`src/rtl/controle_pilha_pkg.sv`:
```
`default_nettype none
// ============================================================================
// Package    : pilha_pkg
// Description: Shared constants and the state type for the stack sequencer.
// Revision   : 1.0 - initial release
// ============================================================================
package pilha_pkg;

  localparam int LARGURA      = 16;  // data width, same as the memory word
  localparam int PROFUNDIDADE = 64;  // number of stack entries
  localparam int TAM_END      = 6;   // log2(PROFUNDIDADE)

  // Memory io pin encoding
  localparam logic MEM_LER      = 1'b0;
  localparam logic MEM_ESCREVER = 1'b1;

  typedef enum logic [1:0] {
    OCIOSO  = 2'd0,
    ESCRITA = 2'd1,
    LEITURA = 2'd2,
    CAPTURA = 2'd3
  } estado_t;

endpackage : pilha_pkg
`default_nettype wire

```
`src/rtl/controle_pilha_if.sv`:
```
`default_nettype none
// ============================================================================
// Interfaces : controle_pilha_if, pilha_mem_if
// Description: Request/status bundle between datapath and stack controller,
//              and the address/direction/data bundle towards the stack memory.
// Revision   : 1.0 - initial release
// ============================================================================
interface controle_pilha_if
  import pilha_pkg::*;
#(
  parameter int LARGURA = pilha_pkg::LARGURA,
  parameter int TAM_END = pilha_pkg::TAM_END
);
  logic               push;
  logic               pop;
  logic               clear;
  logic [LARGURA-1:0] push_data;
  logic               ready;
  logic               pop_valid;
  logic [LARGURA-1:0] pop_data;
  logic               full;
  logic               empty;
  logic [TAM_END:0]   count;
  logic               overflow;
  logic               underflow;

  // Datapath side issues requests
  modport master (
    output push, pop, clear, push_data,
    input  ready, pop_valid, pop_data, full, empty, count, overflow, underflow
  );

  // Controller side serves them
  modport slave (
    input  push, pop, clear, push_data,
    output ready, pop_valid, pop_data, full, empty, count, overflow, underflow
  );
endinterface : controle_pilha_if

interface pilha_mem_if
  import pilha_pkg::*;
#(
  parameter int LARGURA = pilha_pkg::LARGURA
);
  logic [LARGURA-1:0] mem_addr;
  logic               mem_io;
  logic [LARGURA-1:0] mem_wdata;
  logic [LARGURA-1:0] mem_rdata;

  // Controller drives address, direction and write data
  modport master (
    output mem_addr, mem_io, mem_wdata,
    input  mem_rdata
  );

  // Memory plus bus driver
  modport slave (
    input  mem_addr, mem_io, mem_wdata,
    output mem_rdata
  );
endinterface : pilha_mem_if
`default_nettype wire

```
`src/rtl/controle_pilha.sv`:
```
`default_nettype none
// ============================================================================
// Module     : controle_pilha
// Description: Stack sequencer for a 64 x 16 registered-read memory. Owns the
//              stack pointer, turns single-cycle push/pop/clear requests into
//              timed memory cycles and reports full/empty/overflow/underflow.
// Revision   : 1.0 - initial release
// ============================================================================
module controle_pilha
  import pilha_pkg::*;
(
  input  wire                 clk,
  input  wire                 rst,
  controle_pilha_if.slave     req,
  pilha_mem_if.master         mem
);

  localparam logic [TAM_END:0] SP_UM    = (TAM_END+1)'(1);
  localparam logic [TAM_END:0] SP_CHEIO = (TAM_END+1)'(PROFUNDIDADE);

  estado_t            state_q, state_d;
  logic [TAM_END:0]   sp_q, sp_d;
  logic [LARGURA-1:0] pop_data_q, pop_data_d;
  logic [LARGURA-1:0] mem_wdata_q, mem_wdata_d;
  logic               pop_valid_q, pop_valid_d;
  logic               overflow_q, overflow_d;
  logic               underflow_q, underflow_d;

  logic               empty;
  logic               full;
  logic [TAM_END-1:0] idx_topo;
  logic [TAM_END-1:0] idx_acesso;

  assign empty    = (sp_q == '0);
  assign full     = (sp_q == SP_CHEIO);
  assign idx_topo = TAM_END'(sp_q - SP_UM);

  // Memory index from registered state only: writes go to the free slot, every
  // other state points at the top of stack (slot 0 when the stack is empty).
  always_comb begin
    if (state_q == ESCRITA) begin
      idx_acesso = sp_q[TAM_END-1:0];
    end else if (empty) begin
      idx_acesso = '0;
    end else begin
      idx_acesso = idx_topo;
    end
  end

  assign mem.mem_addr  = LARGURA'(idx_acesso);
  assign mem.mem_io    = (state_q == ESCRITA) ? MEM_ESCREVER : MEM_LER;
  assign mem.mem_wdata = mem_wdata_q;

  assign req.ready     = (state_q == OCIOSO);
  assign req.pop_valid = pop_valid_q;
  assign req.pop_data  = pop_data_q;
  assign req.full      = full;
  assign req.empty     = empty;
  assign req.count     = sp_q;
  assign req.overflow  = overflow_q;
  assign req.underflow = underflow_q;

  // Next-state logic: request arbitration (clear > pop > push) and sequencing
  always_comb begin
    state_d     = state_q;
    sp_d        = sp_q;
    pop_data_d  = pop_data_q;
    mem_wdata_d = mem_wdata_q;
    pop_valid_d = 1'b0;
    overflow_d  = 1'b0;
    underflow_d = 1'b0;

    case (state_q)
      OCIOSO: begin
        if (req.clear) begin
          sp_d = '0;
        end else if (req.pop) begin
          if (empty) begin
            underflow_d = 1'b1;
          end else begin
            state_d = LEITURA;
          end
        end else if (req.push) begin
          if (full) begin
            overflow_d = 1'b1;
          end else begin
            mem_wdata_d = req.push_data;
            state_d     = ESCRITA;
          end
        end
      end
      ESCRITA: begin
        // Memory captures the word at this closing edge
        sp_d    = sp_q + SP_UM;
        state_d = OCIOSO;
      end
      LEITURA: begin
        // Memory registers the top entry at this closing edge
        sp_d    = sp_q - SP_UM;
        state_d = CAPTURA;
      end
      CAPTURA: begin
        pop_data_d  = mem.mem_rdata;
        pop_valid_d = 1'b1;
        state_d     = OCIOSO;
      end
      default: begin
        state_d = OCIOSO;
      end
    endcase
  end

  // State and output registers with synchronous reset
  always_ff @(posedge clk) begin
    if (rst) begin
      state_q     <= OCIOSO;
      sp_q        <= '0;
      pop_data_q  <= '0;
      mem_wdata_q <= '0;
      pop_valid_q <= 1'b0;
      overflow_q  <= 1'b0;
      underflow_q <= 1'b0;
    end else begin
      state_q     <= state_d;
      sp_q        <= sp_d;
      pop_data_q  <= pop_data_d;
      mem_wdata_q <= mem_wdata_d;
      pop_valid_q <= pop_valid_d;
      overflow_q  <= overflow_d;
      underflow_q <= underflow_d;
    end
  end

endmodule : controle_pilha
`default_nettype wire

```
`src/flat_wrapper.sv`:
```
// flat-port wrapper written by rule: the top's interface ports become plain ports
module controle_pilha_flat import pilha_pkg::*;
  (clk, rst, req_push, req_pop, req_clear, req_push_data, req_ready, req_pop_valid, req_pop_data, req_full, req_empty, req_count, req_overflow, req_underflow, mem_mem_addr, mem_mem_io, mem_mem_wdata, mem_mem_rdata);
  controle_pilha_if req_i ();
  pilha_mem_if mem_i ();
  input  wire clk;
  input  wire rst;
  input wire logic [$bits(req_i.push)-1:0] req_push;
  input wire logic [$bits(req_i.pop)-1:0] req_pop;
  input wire logic [$bits(req_i.clear)-1:0] req_clear;
  input wire logic [$bits(req_i.push_data)-1:0] req_push_data;
  output wire logic [$bits(req_i.ready)-1:0] req_ready;
  output wire logic [$bits(req_i.pop_valid)-1:0] req_pop_valid;
  output wire logic [$bits(req_i.pop_data)-1:0] req_pop_data;
  output wire logic [$bits(req_i.full)-1:0] req_full;
  output wire logic [$bits(req_i.empty)-1:0] req_empty;
  output wire logic [$bits(req_i.count)-1:0] req_count;
  output wire logic [$bits(req_i.overflow)-1:0] req_overflow;
  output wire logic [$bits(req_i.underflow)-1:0] req_underflow;
  output wire logic [$bits(mem_i.mem_addr)-1:0] mem_mem_addr;
  output wire logic [$bits(mem_i.mem_io)-1:0] mem_mem_io;
  output wire logic [$bits(mem_i.mem_wdata)-1:0] mem_mem_wdata;
  input wire logic [$bits(mem_i.mem_rdata)-1:0] mem_mem_rdata;
  assign req_i.push = req_push;
  assign req_i.pop = req_pop;
  assign req_i.clear = req_clear;
  assign req_i.push_data = req_push_data;
  assign req_ready = req_i.ready;
  assign req_pop_valid = req_i.pop_valid;
  assign req_pop_data = req_i.pop_data;
  assign req_full = req_i.full;
  assign req_empty = req_i.empty;
  assign req_count = req_i.count;
  assign req_overflow = req_i.overflow;
  assign req_underflow = req_i.underflow;
  assign mem_mem_addr = mem_i.mem_addr;
  assign mem_mem_io = mem_i.mem_io;
  assign mem_mem_wdata = mem_i.mem_wdata;
  assign mem_i.mem_rdata = mem_mem_rdata;
  controle_pilha u_core (.clk(clk), .rst(rst), .req(req_i), .mem(mem_i));
endmodule
```
`config.mk`:
```
export PLATFORM = sky130hd
export DESIGN_NAME = controle_pilha_flat
export DESIGN_NICKNAME = d
export VERILOG_FILES = /design/src/rtl/controle_pilha_pkg.sv /design/src/rtl/controle_pilha_if.sv /design/src/rtl/controle_pilha.sv /design/src/flat_wrapper.sv
export SDC_FILE = /design/constraint.sdc
export NUM_CORES = 1
export LEC_CHECK = 0
export ABC_AREA = 0
export CORE_MARGIN = 2
export CORE_UTILIZATION = 40
export CTS_CLUSTER_SIZE = 16
export DETAILED_ROUTE_END_ITERATION = 12
export HOLD_SLACK_MARGIN = 0.15
export PLACE_DENSITY_LB_ADDON = 0.3
export SYNTH_ARGS = -nofsm -noshare
export SYNTH_HDL_FRONTEND = slang
export SYNTH_SLANG_ARGS = --single-unit
```
`constraint.sdc`:
```
create_clock -name clk -period 4.9 [get_ports clk]
set_clock_uncertainty 0.1 [all_clocks]
set_input_delay 0.98 -clock clk [delete_from_list [all_inputs] [get_ports clk]]
set_output_delay 0.98 -clock clk [all_outputs]
set_load 0.005 [all_outputs]
```
Word-level counts from Yosys, hierarchy flattened
Cells that the tools add are included.
- add/sub/neg operators: 2
- eq/ne operators: 9
- mux-type cells: 14
- bitwise gates (word level): 5
- reductions and logical operators: 9
- operator list (cell ; count):
    $pmux 7 s3 ; 1
    $mux 6 ; 2
    $mux 2 ; 5
    $ne 3x3->1 const B ; 3
    $add 7x1->7 const B ; 1
    $eq 7x7->1 const B ; 1
    $logic_not 7->1 ; 1
    $mux 7 ; 1
    $sub 7x1->7 const B ; 1
    $pmux 2 s3 ; 1
    $not 1->1 ; 5
    $reduce_and 5->1 ; 1
    $reduce_or 5->1 ; 1
    $eq 2x2->1 const B ; 2
    $mux 1 ; 4
    $ne 2x2->1 const B ; 2
    $reduce_and 4->1 ; 1
    $reduce_or 4->1 ; 1
    $reduce_bool 3->1 ; 1
    $eq 2x1->1 const B ; 1
    $logic_not 2->1 ; 1
    $reduce_and 2->1 ; 1
    $reduce_or 2->1 ; 1
- register bits after elaboration: 44
- bits of input ports: 37
- output and inout bits: 62

Depth between registers and ports, before layout
- depth after elaboration: 6
- mapped depth: 9
- mapped depth without buffers: 6

Least setup slack after synthesis
OpenSTA, ideal clock, no wires.
- kind: reg2out
- start point: register u_core.sp_q[0], in the netlist u_core.req.count[0]
- end point: output port mem_mem_addr[5]
- arrival time: 1.784 ns
- required time: 3.820 ns
- slack: 2.036 ns
- stages on the path, launching flop included: 8
- cells stage by stage: dfxtp_1 clkbuf_1 inv_1 ha_1 nor4b_2 nor3b_2 or2_2 o31ai_1
- word-level cells in the longest chain between the ends: 3
- ends and longest elaborated chain (element ; RTL line ; text):
    from (decl) ; controle_pilha.sv:22 ; logic [TAM_END:0] sp_q, sp_d;
    from (signal assigned) ; controle_pilha.sv:125 ; sp_q <= sp_d;
    $logic_not 7->1 ; controle_pilha.sv:34 ; assign empty = (sp_q == '0);
    via req_empty ; flat_wrapper.sv:16 ; output wire logic [$bits(req_i.empty)-1:0] req_empty;
    $mux 6 ; controle_pilha.sv:43 ; end else if (empty) begin
    $mux 6 ; controle_pilha.sv:41 ; if (state_q == ESCRITA) begin
    to (decl) ; flat_wrapper.sv:20 ; output wire logic [$bits(mem_i.mem_addr)-1:0] mem_mem_addr;
The timed path passes the listed nets, and every way through them passes these cells.

Worst setup path in the final report
- start point: register u_core.sp_q[0], in the netlist u_core.req.count[0]
- end point: output port mem_mem_addr[5]
- word-level cells in the longest chain between the ends: 3
- ends and longest elaborated chain (element ; RTL line):
    $sub 7x1->7 / $logic_not 7->1 (equally long branches) ; controle_pilha.sv:36, controle_pilha.sv:34
    $mux 6 (*) ; controle_pilha.sv:43
    $mux 6 (*) ; controle_pilha.sv:41
Every way passes the cells marked *; elsewhere a longest branch is shown, timed or not.

==> run summary <==
Post-DP HPWL: 3760 um
Tightest Hold Check Type: reg -> reg
Hold Vio Cnt, Final: 0
Clock transition at the registers of the reported paths: 80 ps
Post-synth EDFFs: 0
LEAKAGE: 0.00124 uW
GR Overflow Total: 0
Critical path endpoint category: output pin
Yosys warns: 0
Top-count cell post-synth: dfxtp_1
Post-Synthesis Cells: 241
Worst Setup Start Kind: flop
Max Cap Viol: 0
GRT Util Overall: 0.185
Nets: 365
Vias per cell: 5.08
Slew Limit Fails: 0
IO Pins: 99
Routed length per instance: 13.4 um
Row cnt: 26
Top post-synthesis cells by count: dfxtp_1, nor2_1, mux2i_1
First-pass iteration count of the detailed router: 4
Initial antenna violation count: 0
CTS tree: yes
Synth top area share: 0.404
# clock sinks: 44
Reg-to-reg slack, setup: 2590 ps
Main synth FF type: dfxtp_1
Path depth of the worst reg2reg path: 6
Routed Antenna Nets: 0
Postcts setup bufs: 0
Initial Utilization: 0.422
CTS Buf Count: 5
Vias in the first global route: 1,997
IO buf count: 88
Layout area overhead: 42.9%
Seq/Total Area, Yosys: 0.404
Max FO, Critical Path: 12
Non-Filler Instances: 391
Fraction of registers with async set/reset: 0
Placed cells: 384
Register Area: 881 um^2
RSZ-0062 raised after global routing: no
Post-CTS Hold Buffers: 0
First DRT Iteration DRCs: 128
Number of fillers in the final layout: 453
Period utilization: 0.769
Crit path time final: 3770 ps
Worst Path Required: 3820 ps
Core Region: 0.00517 mm^2
Top post-synthesis cells by area: dfxtp_1, mux2i_1, nor2_1, ha_1, buf_4
First-pass GRT wire length: 9140 um
Area taken by multi-input logic gates: 0.00114 mm^2
WS Path Type: reg -> out
Gp weighted congestion: 0.896
PwrDens: 359 mW/mm^2
Bufs on Longest Clock Path: 2
Die area: 0.00606 mm^2
Vias: 1,986
Critical Path AT: 2690 ps
Setup TNS: 0 ps
WHS Path Cells: 2
Htree depth: 2
Fmax achieved: 265 MHz
Post-synthesis cell type count: 44
Worst vdd ir: 0.000160 V
Tot Pwr: 1120 uW
Final wirelength: 5260 um
Post-synthesis cell area: 0.00218 mm^2
Drt drc: 0
CTS root buffer: clkbuf_8
Final setup vio count: 0
Hold Slack: 397 ps
Pin count of the biggest net entering global routing: 45
Antenna diodes: 0
# resized after CTS: 0
Avg Cell Area, Syn: 9.05 um^2
Layout cells sized above 1: 0.0467
Die width: 77.9 um
Cell accounting for the most synthesized area: dfxtp_1
Height of the die: 77.9 um
Worst-skew pair later-pin latency: 290 ps
Status: finished clean
Relative slew slack: 0.381
Slew @ Worst Pin: 928 ps
#FFs+latches synth: 44
## flip-flops by register name, indices dropped and copies added (netlist names)
signal / cells
u_core.mem.mem_wdata: 16
u_core.req.count: 7
u_core.req.overflow: 1
u_core.req.pop_data: 16
u_core.req.pop_valid: 1
u_core.req.underflow: 1
u_core.state_q: 2
## per-stage QoR
step | area, um^2 | setup slack (ps) | util
after floorplan | 2220 | 2040 | -
after global placement | 3040 | 1480 | 0.587
after detailed placement | 3040 | 1440 | 0.587
after CTS | 3120 | 1110 | 0.603
after global routing | 3120 | 954 | 0.603
final | 3120 | 1130 | 0.603
## cell type report
cell class                 instances  share of cell area
clock buffer                       5              0.0221
timing repair buffer              89               0.285
multi-input combinational        171               0.367
inverter                          10              0.0120
tap                               70              0.0281
clock inverter                     2             0.00401
sequential                        44               0.282
## cells in the final DEF (no fill, tap or decap), types with 2 or more instances in the layout
master and count:
a221oi_1 2, conb_1 10, or2_2 3, a31oi_1 3, nand2b_1 7, or4_1 3
o22a_1 2, nor2b_1 2, dfxtp_1 44, or3_1 4, clkdlybuf4s50_1 88, a211o_1 2
nor2_1 35, a21oi_1 4, nor3_1 2, ha_1 7, o31ai_1 5, inv_1 10
mux2i_1 34, clkbuf_8 5, nand2_1 16, nand4_1 3, o21ai_0 8
## path summary, 6_finish.rpt
| kind | from | to |
|---|---|---|
| setup / recovery | u_core.req.count[0] | mem_mem_addr[5] |
| hold / removal | u_core.mem.mem_wdata[14] | u_core.mem.mem_wdata[14] |
| setup reg to reg | u_core.req.count[1] | u_core.state_q[0] |
| hold reg to reg | u_core.mem.mem_wdata[14] | u_core.mem.mem_wdata[14] |
## critical path, stage by stage, from the launching register on
cell             delay [ps]
dfxtp_1                 520
inv_1                   110
ha_1                    200
nor4b_2                 160
nor3b_2                 230
or2_2                   360
o31ai_1                 260
clkdlybuf4s50_1         550
## per-layer routing
metal,share of wire,track usage,up-vias
li1,-,-,973
met1,0.41,0.221,904
met2,0.45,0.284,99
met3,0.12,0.0895,10
met4,0.018,0.0732,0
met5,0,0,-
## power breakdown
| group | internal (uW) | switching [uW] |
|---|---|---|
| registers | 387 | 33.6 |
| logic | 269 | 212 |
| clock network | 96.6 | 121 |
## cells by family after synthesis
logic type	Yosys count	share of synthesized area
other	1	0.00172
AOI/OAI and AO/OA	38	0.124
buffers and inverters	35	0.0877
muxes	34	0.156
and+or+nand+nor	82	0.186
DFF	44	0.404
adders and majority gates	7	0.0401
Note: power is estimated with default switching activity, not from simulation.
